===== config.mk =====
export PLATFORM = sky130hd
export DESIGN_NAME = reglk_provisioner
export DESIGN_NICKNAME = d
export VERILOG_FILES = /design/src/rtl/reglk_provisioner.sv
export SDC_FILE = /design/constraint.sdc
export NUM_CORES = 1
export LEC_CHECK = 0
export ABC_AREA = 1
export CORE_UTILIZATION = 53
export DETAILED_ROUTE_END_ITERATION = 8
export HOLD_SLACK_MARGIN = 0.15
export PLACE_DENSITY = 0.92
export SLEW_MARGIN = 20
export SYNTH_ARGS = -nofsm -noshare
export SYNTH_HDL_FRONTEND = slang
export SYNTH_SLANG_ARGS = --single-unit

===== constraint.sdc =====
create_clock -name clk_i -period 3.1 [get_ports clk_i]
set_clock_uncertainty 0.1 [all_clocks]
set_input_delay 0.31 -clock clk_i [delete_from_list [all_inputs] [get_ports clk_i]]
set_output_delay 0.31 -clock clk_i [all_outputs]
set_load 0.02 [all_outputs]

===== src/rtl/reglk_provisioner.sv =====
// Boot-time initiator that programs the reglk lock slots over the simple register bus.
// It writes one word per slot, can read each slot back to compare, and records mismatch and timeout per slot.
module reglk_provisioner #(
  parameter int unsigned                  NUM_SLOTS  = 6,
  parameter int unsigned                  ADDR_WIDTH = 64,
  parameter int unsigned                  DATA_WIDTH = 64,
  parameter logic [ADDR_WIDTH-1:0]        BASE_ADDR  = '0,
  parameter int unsigned                  TIMEOUT    = 16
) (
  input  logic                            clk_i,
  input  logic                            rst_ni,
  input  logic                            start_i,
  input  logic                            abort_i,
  input  logic                            verify_en_i,
  input  logic [32*NUM_SLOTS-1:0]         cfg_i,
  output logic                            req_o,
  output logic                            we_o,
  output logic [ADDR_WIDTH-1:0]           addr_o,
  output logic [DATA_WIDTH-1:0]           wdata_o,
  input  logic                            gnt_i,
  input  logic [DATA_WIDTH-1:0]           rdata_i,
  output logic                            busy_o,
  output logic                            done_o,
  output logic [NUM_SLOTS-1:0]            err_o,
  output logic [NUM_SLOTS-1:0]            timeout_o
);

  localparam int SW = (NUM_SLOTS > 1) ? $clog2(NUM_SLOTS) : 1;
  localparam int CW = $clog2(TIMEOUT);

  typedef enum logic [2:0] {IDLE, WR, RD, CHK, NEXT, DONE} state_e;

  state_e                   state_q;
  logic [SW-1:0]            slot_q;
  logic [CW-1:0]            wcnt_q;
  logic [32*NUM_SLOTS-1:0]  cfg_q;
  logic                     verify_q;
  logic [31:0]              rdat_q;
  logic                     req_q, we_q, busy_q, done_q;
  logic [ADDR_WIDTH-1:0]    addr_q;
  logic [DATA_WIDTH-1:0]    wdata_q;
  logic [NUM_SLOTS-1:0]     err_q, to_q;

  // Only the low 32 bits of read data carry the lock word.
  logic unused_rdata;
  if (DATA_WIDTH > 32) begin : g_unused
    assign unused_rdata = ^rdata_i[DATA_WIDTH-1:32];
  end else begin : g_nounused
    assign unused_rdata = 1'b0;
  end

  function automatic logic [ADDR_WIDTH-1:0] slot_addr(input logic [SW-1:0] s);
    return BASE_ADDR + (ADDR_WIDTH'(s) << 3);
  endfunction

  function automatic logic [31:0] slot_word(input logic [32*NUM_SLOTS-1:0] c,
                                            input logic [SW-1:0] s);
    return c[int'(s)*32 +: 32];
  endfunction

  always_ff @(posedge clk_i) begin
    if (!rst_ni) begin
      state_q  <= IDLE;
      slot_q   <= '0;
      wcnt_q   <= '0;
      cfg_q    <= '0;
      verify_q <= 1'b0;
      rdat_q   <= '0;
      req_q    <= 1'b0;
      we_q     <= 1'b0;
      addr_q   <= '0;
      wdata_q  <= '0;
      busy_q   <= 1'b0;
      done_q   <= 1'b0;
      err_q    <= '0;
      to_q     <= '0;
    end else if (abort_i && state_q != IDLE) begin
      // Status bits are kept so the abandoned run can still be inspected.
      state_q <= IDLE;
      req_q   <= 1'b0;
      we_q    <= 1'b0;
      addr_q  <= '0;
      wdata_q <= '0;
      busy_q  <= 1'b0;
      done_q  <= 1'b0;
    end else begin
      case (state_q)
        IDLE: begin
          if (start_i && !abort_i) begin
            state_q  <= WR;
            cfg_q    <= cfg_i;
            verify_q <= verify_en_i;
            slot_q   <= '0;
            wcnt_q   <= '0;
            err_q    <= '0;
            to_q     <= '0;
            req_q    <= 1'b1;
            we_q     <= 1'b1;
            addr_q   <= slot_addr('0);
            wdata_q  <= DATA_WIDTH'(slot_word(cfg_i, '0));
            busy_q   <= 1'b1;
          end
        end
        WR, RD: begin
          if (gnt_i) begin
            wcnt_q  <= '0;
            wdata_q <= '0;
            if (state_q == WR && verify_q) begin
              state_q <= RD;
              we_q    <= 1'b0;
            end else begin
              state_q <= (state_q == RD) ? CHK : NEXT;
              req_q   <= 1'b0;
              we_q    <= 1'b0;
              addr_q  <= '0;
            end
            if (state_q == RD) rdat_q <= rdata_i[31:0];
          end else if (wcnt_q == CW'(TIMEOUT-1)) begin
            to_q[slot_q] <= 1'b1;
            state_q      <= NEXT;
            req_q        <= 1'b0;
            we_q         <= 1'b0;
            addr_q       <= '0;
            wdata_q      <= '0;
          end else begin
            wcnt_q <= wcnt_q + 1'b1;
          end
        end
        CHK: begin
          if (rdat_q != slot_word(cfg_q, slot_q)) err_q[slot_q] <= 1'b1;
          state_q <= NEXT;
        end
        NEXT: begin
          if (slot_q == SW'(NUM_SLOTS-1)) begin
            state_q <= DONE;
            done_q  <= 1'b1;
          end else begin
            state_q <= WR;
            slot_q  <= slot_q + 1'b1;
            wcnt_q  <= '0;
            req_q   <= 1'b1;
            we_q    <= 1'b1;
            addr_q  <= slot_addr(slot_q + 1'b1);
            wdata_q <= DATA_WIDTH'(slot_word(cfg_q, slot_q + 1'b1));
          end
        end
        DONE: begin
          state_q <= IDLE;
          done_q  <= 1'b0;
          busy_q  <= 1'b0;
        end
        default: state_q <= IDLE;
      endcase
    end
  end

  assign req_o     = req_q;
  assign we_o      = we_q;
  assign addr_o    = addr_q;
  assign wdata_o   = wdata_q;
  assign busy_o    = busy_q;
  assign done_o    = done_q;
  assign err_o     = err_q;
  assign timeout_o = to_q;

endmodule


# After elaboration in Yosys (flattened, before gate mapping)
# Index checks and enable logic that the tools add are counted.
# W data, S select, Z words.
totals:
  reg_bits: 379
  in_bits: 262
  out_inout_bits: 144
op_classes:
  n_addsub: 2
  n_lt_le_gt_ge: 2
  eq_ne: 17
  shift: 2
  n_mux: 44
  bitwise: 4
  reduce_logical: 26
op_table:
  columns: ["op", "count"]
  rows:
  - ["$mux W64", 8]
  - ["$pmux W64 S3", 2]
  - ["$shiftx A192 B9 Y32", 2]
  - ["$ne A32 B32 Y1", 1]
  - ["$mux W3", 8]
  - ["$mux W6", 4]
  - ["$pmux W6 S2", 2]
  - ["$mux W4", 4]
  - ["$reduce_and A4 Y1", 4]
  - ["$reduce_and A5 Y1", 3]
  - ["$ne A2 B2 Y1 const B", 6]
  - ["$or A6 B6 Y6", 2]
  - ["$pmux W3 S4", 1]
  - ["$pmux W4 S3", 1]
  - ["$reduce_bool A2 Y1", 5]
  - ["$eq A3 B3 Y1 const B", 3]
  - ["$ne A3 B3 Y1 const B", 3]
  - ["$mux W1", 8]
  - ["$eq A3 B2 Y1 const B", 2]
  - ["$pmux W1 S3", 2]
  - ["$pmux W3 S2", 1]
  - ["$reduce_and A2 Y1", 3]
  - ["$reduce_bool A3 Y1", 2]
  - ["$add A4 B1 Y4 const B", 1]
  - ["other kinds (13)", 19]

# Logic depth before layout (Yosys ltp)
# Gate-level depths: netlist of run 1.
depth:
  ltp_word: 8
  ltp_mapped: 18
  depth_no_buf: 17

# Least setup slack after synthesis of run 1
# OpenSTA, ideal clock, no wires.
synth_path:
  path_kind: "reg2reg"
  startpoint: "register slot_q[1]"
  endpoint: "register wdata_q[1], in the netlist wdata_o[1]"
  setup_ns: 0.070
  arrival_ns: 1.961
  t_required_ns: 2.930
  setup_slack_ns: 0.969
  stages_incl_launch_ff: 11
  n_path_buf: 2
  path_cell_list: "dfxtp_1 -> inv_2 -> ha_1 -> clkbuf_1 -> inv_1 -> nor2_1 -> clkbuf_1 -> nand2_1 -> a21oi_1 -> a21oi_1 -> a21oi_1"
synth_via:
  elab_chain_cells: 4
  word_cells_on_any_way: 7
  classes_between: "add/sub: 1; eq/ne: 2; shift: 1; mux: 2; reduce/logical: 1"
synth_rtl:
  columns: ["element", "line_no", "text"]
  rows:
  - ["start, declared", "34", "logic [SW-1:0] slot_q;"]
  - ["start signal, assigned", "139", "slot_q <= slot_q + 1'b1;"]
  - ["$add A3 B1 Y3", "144", "wdata_q <= DATA_WIDTH'(slot_word(cfg_q, slot_q + 1'b1));"]
  - ["$shiftx A192 B9 Y32", "58", "return c[int'(s)*32 +: 32];"]
  - ["$mux W64", "134", "if (slot_q == SW'(NUM_SLOTS-1)) begin"]
  - ["$pmux W64 S3", "87", "case (state_q)"]
  - ["end signal, assigned", "100", "wdata_q <= DATA_WIDTH'(slot_word(cfg_i, '0));"]
  - ["end signal, assigned", "144", null]
  - ["end, declared", "41", "logic [DATA_WIDTH-1:0] wdata_q;"]
# Several ways; a longest one is shown, not always the timed one. The select of a mux whose other input is x is not followed.
# A chain may end at the register's enable or synchronous reset.

# Worst setup path after layout of run 1
layout_path:
  startpoint: "register slot_q[2]"
  endpoint: "register err_q[2], in the netlist err_o[2]"
layout_via:
  elab_chain_cells: 7
  word_cells_on_any_way: 12
  classes_between: "order compare: 2; eq/ne: 2; shift: 1; mux: 4; bitwise: 1; reduce/logical: 2"
layout_rtl:
  columns: ["element", "line_no", "text"]
  rows:
  - ["branches (longest 7 deep; another with $shiftx A192 B9 Y32)", null, null]
  - ["end signal, assigned", "75", "err_q <= '0;"]
  - ["end signal, assigned", "95", "err_q <= '0;"]
  - ["end signal, assigned by index", "130", "if (rdat_q != slot_word(cfg_q, slot_q)) err_q[slot_q] <= 1'b1;"]
  - ["end, declared", "42", "logic [NUM_SLOTS-1:0] err_q, to_q;"]
# Several ways; the timed one is not identified. The select of a mux whose other input is x is not followed.

==> results of run 1 <==
==> flip-flops by register name, summed over array words and instances (netlist names), 3 cells and up <==
register and flops:
cfg_q 192, rdat_q 32, wdata_o 32, err_o 6, timeout_o 6, wcnt_q 4
addr_o 3, slot_q 3, state_q 3
==> path summary, 6_finish.rpt <==
check / startpoint / end / slack [ns] / depth (start not counted)
setup / recovery: slot_q[2]$_SDFFE_PN0P_ / err_o[2]$_SDFFE_PN0P_ / 0.25 / 16
hold / removal: cfg_i[154] / cfg_q[154]$_SDFFE_PN0P_ / 0.24 / 3
setup reg to reg: slot_q[2]$_SDFFE_PN0P_ / err_o[2]$_SDFFE_PN0P_ / 0.25 / 16
hold reg to reg: err_o[0]$_SDFFE_PN0P_ / err_o[0]$_SDFFE_PN0P_ / 0.36 / 2
==> placed cells by master (no fill, tap or decap), drive strengths merged, types with 43 or more instances in the layout <==
cell type	count
a21oi	336
o21ai	409
inv	193
clkdlybuf4s50	279
buf	43
nor2	239
nand3	72
dfxtp	286
nand2	361
conb	93
==> cell type report <==
cell class / count / area share [%]
flip-flops and latches: 286 / 30.9
diodes: 4 / 0.0540
inverters: 192 / 3.93
clock inverters: 17 / 1.07
well taps: 372 / 2.51
repair buffers: 323 / 17.8
clock buffers: 39 / 4.50
multi-input cells: 1587 / 39.3
==> power by group through the flow <==
stage,sequential (W),clock [W],combinational [W]
4_1_cts,0.00596,0.00380,0.00732
5_1_grt,0.00612,0.00395,0.00814
3_3_place_gp,0.00597,0,0.00701
6_report,0.00599,0.00379,0.00741
3_5_place_dp,0.00601,0,0.00725
2_1_floorplan,0.00607,0,0.00453
==> worst max-delay path, cell delays in order (launching register included) <==
cell and delay (ns):
dfxtp_1 0.42, inv_2 0.15, nand3_1 0.08, inv_1 0.57, nand2_1 0.10, nand2_1 0.21, o21ai_0 0.10, nand2_1 0.07
nand2_1 0.06, nor2_1 0.14, nand2_1 0.09, nor2_1 0.11, nand2_1 0.14, nand2_1 0.11, nand2_2 0.10, nand3_1 0.11
a21oi_1 0.07
==> through the flow <==
step	hold slack, ns	cells	utilization [%]	instance area (sq um)
global route	0.248	2820	68.5	18600
detailed placement	0.350	2759	64.6	17500
CTS	0.238	2816	68.4	18500
global placement	0.343	2759	64.6	17500
floorplan	0.331	2316	-	15100
finish	0.239	2820	68.5	18600
==> routing by layer <==
| metal | vias to the layer above | share of wire (%) | GRT usage (%) |
|---|---|---|---|
| met2 | 891 | 47 | 60.9 |
| met5 | - | 0 | 0 |
| met3 | 242 | 7.4 | 4.75 |
| li1 | 7537 | - | - |
| met1 | 7181 | 36 | 39.1 |
| met4 | 0 | 9.6 | 30.0 |
==> repair_timing <==
item,CTS,global route
endpoints found under the hold margin,18,0
hold buffers,1,0
resized for setup,0,1
setup endpoints to repair,0,4
==> kinds of logic after synthesis <==
logic type,Yosys count
AO/OA/AOI/OAI,757
adder cells (fa/ha/maj),3
AND/OR/NAND/NOR,729
XOR/XNOR,5
buffers and inverters,443
flip-flops,286
other,1
==> summary.md, run 1 <==
| Metric | Value |
|---|---|
| Pre-CTS WS | 0.325 ns |
| Max clock buf depth | 3 |
| Die height | 169 microns |
| HP Class | in2reg |
| Gpl congestion | 0.959 |
| Register bit count reported by yosys | 286 |
| Overall routing resource usage | 35.5% |
| Crit path time final | 2.85 ns |
| Final WL | 51,800 microns |
| Worst-Margin Slew | 0.829 ns |
| Vias per cell | 5.62 |
| Final nets | 2,685 |
| CTS Sinks | 286 |
| First-pass GRT wire length | 78,900 microns |
| Final worst-path cycle share | 91.9% |
| Complex-gate fraction of the synthesized area | 26.0% |
| Combinational family with the most area after synthesis | compound AO/OA/AOI/OAI gates |
| Async set-reset flop share out of synthesis | 0% |
| Port Buf Inserts | 280 |
| Final setup fails | 0 |
| Pins Over Slew Limit | 0 |
| Rel. slew slack | 44.5% |
| Post-synth cell types | 33 |
| Cell with the most instances after synthesis | o21ai_0 |
| Vias | 15,900 |
| Post-synth top area share | 38.9% |
| Outcome | complete, no violations |
| Die area | 28,400 sq um |
| Internal power | 0.0100 W |
| Setup WS post-layout | 0.252 ns |
| Startpoint Class | flop |
| Grt ovf | 0 |
| Ys flop type | dfxtp_1 |
| Setup TNS | 0 ns |
| MaxCap Viol Count | 0 |
| Fraction of layout cells with a size suffix above 1 | 4.91% |
| Filler cells | 2,274 |
| Adder-cell share of the synthesized area | 0.255% |
| Sw Share | 41.6% |
| Placeable Area | 27,100 sq um |
| Comb pwr share | 43.1% |
| Max IR drop VDD | 0.733 mV |
| Initial Utilization | 54.3% |
| DRT Pass-1 Iters | 6 |
| Wire length per cell | 18.4 microns |
| Top cells by area, synth | dfxtp_1 39%, o21ai_0 14%, a21oi_1 11% |
| Post-CTS Setup Bufs | 0 |
| Rows | 60 |
| Reg clk slew, reported paths | 0.06 ns |
| Post-synth EDFFs | 0 |
| Area of the multi-input gates | 7280 sq um |
| Number of global-route vias before repair | 15,100 |
| Initial drt markers | 1,825 |
| Crit path required time | 3.44 ns |
| P_sw | 0.00716 W |
| Pwr/cell area | 926 nW/um^2 |
| FF/Latch Area | 5730 sq um |
| Post-synthesis xor/xnor area fraction | 0.297% |
| Total CTS buffers | 30 |
| Clk pwr share | 22.0% |
| Post-Synthesis Cells | 2,224 |
| CP Capture Type | flop |
| Clk_lat worst skew | 0.57 ns |
| CTS tree | built |
| Mapped Avg Cell Area | 6.62 sq um |
| Hold Vio Cnt, Final | 0 |
| Critical path class | reg2reg |
| Mapped cell area | 14,700 sq um |
| CTS root buffer | clkbuf_16 |
| Reg power frac | 34.8% |
| Seq/Total Area, Yosys | 38.9% |
| Drt drc | 0 |
| Total power | 0.0172 W |
| Critical path peak fanout | 15 |
| Syn. warnings | 0 |
| H-tree Lvls | 1 |
| Antenna violations before repair | 4 |
| Detail Route Antenna Nets | 0 |
| Chip Width | 169 microns |
| Fmax | 351 MHz |
| Post-Synth Simple-Gate Area | 20.3% |
| Crit path DAT | 3.18 ns |
| Top post-synthesis cells by count | 403 x o21ai_0, 359 x nand2_1, 335 x a21oi_1 |
| RSZ-0062 raised after global routing | false |
| Mux share of post-synthesis cell area | 0% |
| Hpwl dp | 36,400 microns |
| Leak | 7.62 nW |
| Top-Level Pins | 406 |
| Largest net degree at the start of global routing | 134 |
| Area Overhead vs Synth | 26.0% |
| Area leader, netlist | dfxtp_1 |
No activity file was read; power rests on OpenSTA's default activity.
==> run 2: changes to the inputs <==
--- a/config.mk
+++ b/config.mk
@@ -6,10 +6,13 @@
 export NUM_CORES = 1
 export LEC_CHECK = 0
 export ABC_AREA = 1
-export CORE_UTILIZATION = 53
+export CAP_MARGIN = 5
+export CELL_PAD_IN_SITES_DETAIL_PLACEMENT = 1
+export CELL_PAD_IN_SITES_GLOBAL_PLACEMENT = 1
+export CORE_UTILIZATION = 36
 export DETAILED_ROUTE_END_ITERATION = 8
 export HOLD_SLACK_MARGIN = 0.15
-export PLACE_DENSITY = 0.92
+export PLACE_DENSITY = 0.91
 export SLEW_MARGIN = 20
 export SYNTH_ARGS = -nofsm -noshare
 export SYNTH_HDL_FRONTEND = slang
==> summary.md, run 2 (synthesized netlist as in run 1, its figures left out) <==
| Metric | Value |
|---|---|
| Vias | 16,100 (+1.3%) |
| Crit path required time | 3.40 ns (-0.04 ns) |
| Total CTS buffers | 35 (+17%) |
| Gpl congestion | 0.893 (-6.9%) |
| Wire length per cell | 21.0 microns (+14%) |
| MaxCap Viol Count | 0 (unchanged) |
| Sw Share | 42.3% (+0.64 points) |
| Hpwl dp | 45,100 microns (+24%) |
| Worst Hold End | cfg_q[70]$_SDFFE_PN0P_ |
| Setup TNS | 0 ns (unchanged) |
| Internal power | 0.0103 W (+3.0%) |
| Fmax | 341 MHz (-2.9%) |
| HP Class | in2reg |
| Number of global-route vias before repair | 16,700 (+11%) |
| Critical path class | reg2reg |
| Setup WS post-layout | 0.167 ns (-0.0849 ns) |
| Vias per cell | 5.40 (-4.0%) |
| Hold_sp | cfg_i[70] |
| Die height | 204 microns (+21%) |
| Reg-to-reg endpoint | err_o[1]$_SDFFE_PN0P_ |
| P_sw | 0.00757 W (+5.7%) |
| Final WL | 62,600 microns (+21%) |
| Hold Vio Cnt, Final | 0 (unchanged) |
| CTS tree | built |
| DRT Pass-1 Iters | 5 (-1) |
| Reg power frac | 33.7% (-1.1 points) |
| Startpoint Class | flop |
| Crit path DAT | 3.23 ns (+0.05 ns) |
| Die area | 41,700 sq um (+47%) |
| Clk_lat worst skew | 0.53 ns (-0.04 ns) |
| Worst r2r path cells | 17 (+1) |
| Comb pwr share | 42.1% (-1.0 points) |
| Area of the multi-input gates | 7280 sq um (unchanged) |
| Max clock buf depth | 3 (unchanged) |
| Pre-CTS WS | 0.219 ns (-0.106 ns) |
| Pwr/cell area | 947 nW/um^2 (+2.2%) |
| Chip Width | 204 microns (+21%) |
| Grt ovf | 0 (unchanged) |
| Filler cells | 5,126 (+130%) |
| First-pass GRT wire length | 93,600 microns (+19%) |
| Leak | 7.69 nW (+0.94%) |
| CTS resizes | 0 (unchanged) |
| Final setup fails | 0 (unchanged) |
| Detail Route Antenna Nets | 0 (unchanged) |
| Clk pwr share | 24.1% (+2.1 points) |
| Final nets | 2,688 (+0.11%) |
| RSZ-0062 raised after global routing | false |
| CTS root buffer | clkbuf_16 |
| Initial Utilization | 36.8% (-18 points) |
| Reg clk slew, reported paths | 0.06 ns (about the same) |
| CTS Sinks | 286 (unchanged) |
| Rel. slew slack | 51.7% (+7.2 points) |
| Hold depth | 3 (unchanged) |
| H-tree Lvls | 2 (+1) |
| Largest net degree at the start of global routing | 164 (+22%) |
| CP Capture Type | flop |
| Largest register FFs | 192 (unchanged) |
| Fraction of layout cells with a size suffix above 1 | 4.95% (+0.037 points) |
| Overall routing resource usage | 29.5% (-6.0 points) |
| Crit path time final | 2.93 ns (+0.0849 ns) |
| Largest Register | cfg_q |
| Placeable Area | 40,000 sq um (+48%) |
| Final worst-path cycle share | 94.6% (+2.7 points) |
| Most common cell after layout, fill and taps aside | o21ai_0 |
| Initial drt markers | 912 (-50%) |
| Most frequent cells in the layout | 403 x o21ai_0, 358 x nand2_1, 335 x a21oi_1, 285 x dfxtp_1, 279 x clkdlybuf4s50_1 |
| Pins Over Slew Limit | 0 (unchanged) |
| Reg2reg start | slot_q[2]$_SDFFE_PN0P_ |
| Post-CTS Setup Bufs | 0 (unchanged) |
| Setup slack, reg-to-reg | 0.17 ns (-0.08 ns) |
| Port Buf Inserts | 280 (unchanged) |
| Area Overhead vs Synth | 28.4% |
| Rows | 73 (+22%) |
| Outcome | complete, no violations |
| Max IR drop VDD | 0.611 mV (-17%) |
| Drt drc | 0 (unchanged) |
| FF/Latch Area | 5730 sq um (unchanged) |
| Top-Level Pins | 406 (unchanged) |
| Worst-Margin Slew | 0.724 ns (-0.105 ns) |
| Critical path peak fanout | 21 (+6) |
| Antenna violations before repair | 5 (+1) |
run 2: changes by cell type in the layout (fill, tap and decap cells not counted):
cell and delta:
inv_6 -1, clkinvlp_4 -1, buf_12 +1, clkbuf_16 +6, clkbuf_8 +2, diode_2 +1, clkinv_2 -3, inv_4 -1
buf_4 -3, clkbuf_1 +1, inv_8 +1
run 2: timing repair:
item,CTS,global route
endpoints found under the hold margin,46,0
endpoints found under the setup margin,0,0
hold buffers,1,0
run 2: layer usage:
layer	track usage (%)	vias to the layer above	part of all wire, %
li1	-	7536	-
met1	31.4	7733	37
met2	53.3	594	51
met3	3.54	200	4.8
met4	21.7	0	7.2
met5	0	-	0
run 2: final cells by class:
class / instances / area share (%)
flip-flops and latches: 286 / 30.3
diodes: 5 / 0.0662
multi-input cells: 1587 / 38.5
clock inverters: 12 / 0.907
inverters: 192 / 3.85
well taps: 525 / 3.48
clock buffers: 48 / 5.38
repair buffers: 321 / 17.5
run 2: worst max-delay path by stage:
stage                                      start                       to  slack, ns  cells past startpoint
after detailed placement  slot_q[2]$_SDFFE_PN0P_    err_o[1]$_SDFFE_PN0P_       0.22                     17
after global routing      slot_q[2]$_SDFFE_PN0P_    err_o[3]$_SDFFE_PN0P_      0.003                     17
final                     slot_q[2]$_SDFFE_PN0P_    err_o[1]$_SDFFE_PN0P_       0.17                     17
after floorplan           slot_q[1]$_SDFFE_PN0P_  wdata_o[1]$_SDFFE_PP0P_       0.97                     10
after global placement    slot_q[2]$_SDFFE_PN0P_    err_o[0]$_SDFFE_PN0P_       0.35                     17
after CTS                 slot_q[2]$_SDFFE_PN0P_    err_o[1]$_SDFFE_PN0P_       0.17                     17
run 2: power by group through the flow:
stage          clock (W)  combinational [W]  sequential [W]
2_1_floorplan          0            0.00453         0.00607
3_3_place_gp           0            0.00714         0.00603
3_5_place_dp           0            0.00744         0.00608
4_1_cts          0.00437            0.00753         0.00603
5_1_grt          0.00453            0.00831         0.00618
6_report         0.00432            0.00754         0.00604
run 2: worst max-delay path: stages (launching register included):
cell	delay, ns
dfxtp_1	0.34
inv_2	0.36
nand3_1	0.14
inv_1	0.32
buf_4	0.25
nand2_1	0.06
nand2_1	0.13
o21ai_0	0.11
nand2_1	0.06
nand2_1	0.04
nor2_1	0.13
nand2_1	0.11
nor2_1	0.09
nand2_1	0.13
nand2_1	0.10
nand2_2	0.12
nand3_1	0.11
a21oi_1	0.07
run 2: per-stage QoR:
| step | util [%] | power (W) | cell area (sq um) | instances | hold slack, ns |
|---|---|---|---|---|---|
| 3_3_place_gp | 44.2 | 0.0132 | 17700 | 2910 | 0.344 |
| 5_1_grt | 47.2 | 0.0190 | 18900 | 2976 | 0.280 |
| 3_5_place_dp | 44.2 | 0.0135 | 17700 | 2910 | 0.350 |
| 2_1_floorplan | - | 0.0106 | 15100 | 2316 | 0.331 |
| 4_1_cts | 47.2 | 0.0179 | 18900 | 2971 | 0.264 |
| 6_report | 47.2 | 0.0179 | 18900 | 2976 | 0.268 |
==> run 3: changes to the inputs <==
--- a/config.mk
+++ b/config.mk
@@ -6,7 +6,8 @@
 export NUM_CORES = 1
 export LEC_CHECK = 0
 export ABC_AREA = 1
-export CAP_MARGIN = 5
+export ABC_CLOCK_PERIOD_IN_PS = 3100
+export CAP_MARGIN = 20
 export CELL_PAD_IN_SITES_DETAIL_PLACEMENT = 1
 export CELL_PAD_IN_SITES_GLOBAL_PLACEMENT = 1
 export CORE_UTILIZATION = 36
==> results of run 3 <==
Final layout, timing and power as in run 2 (identical DEF).
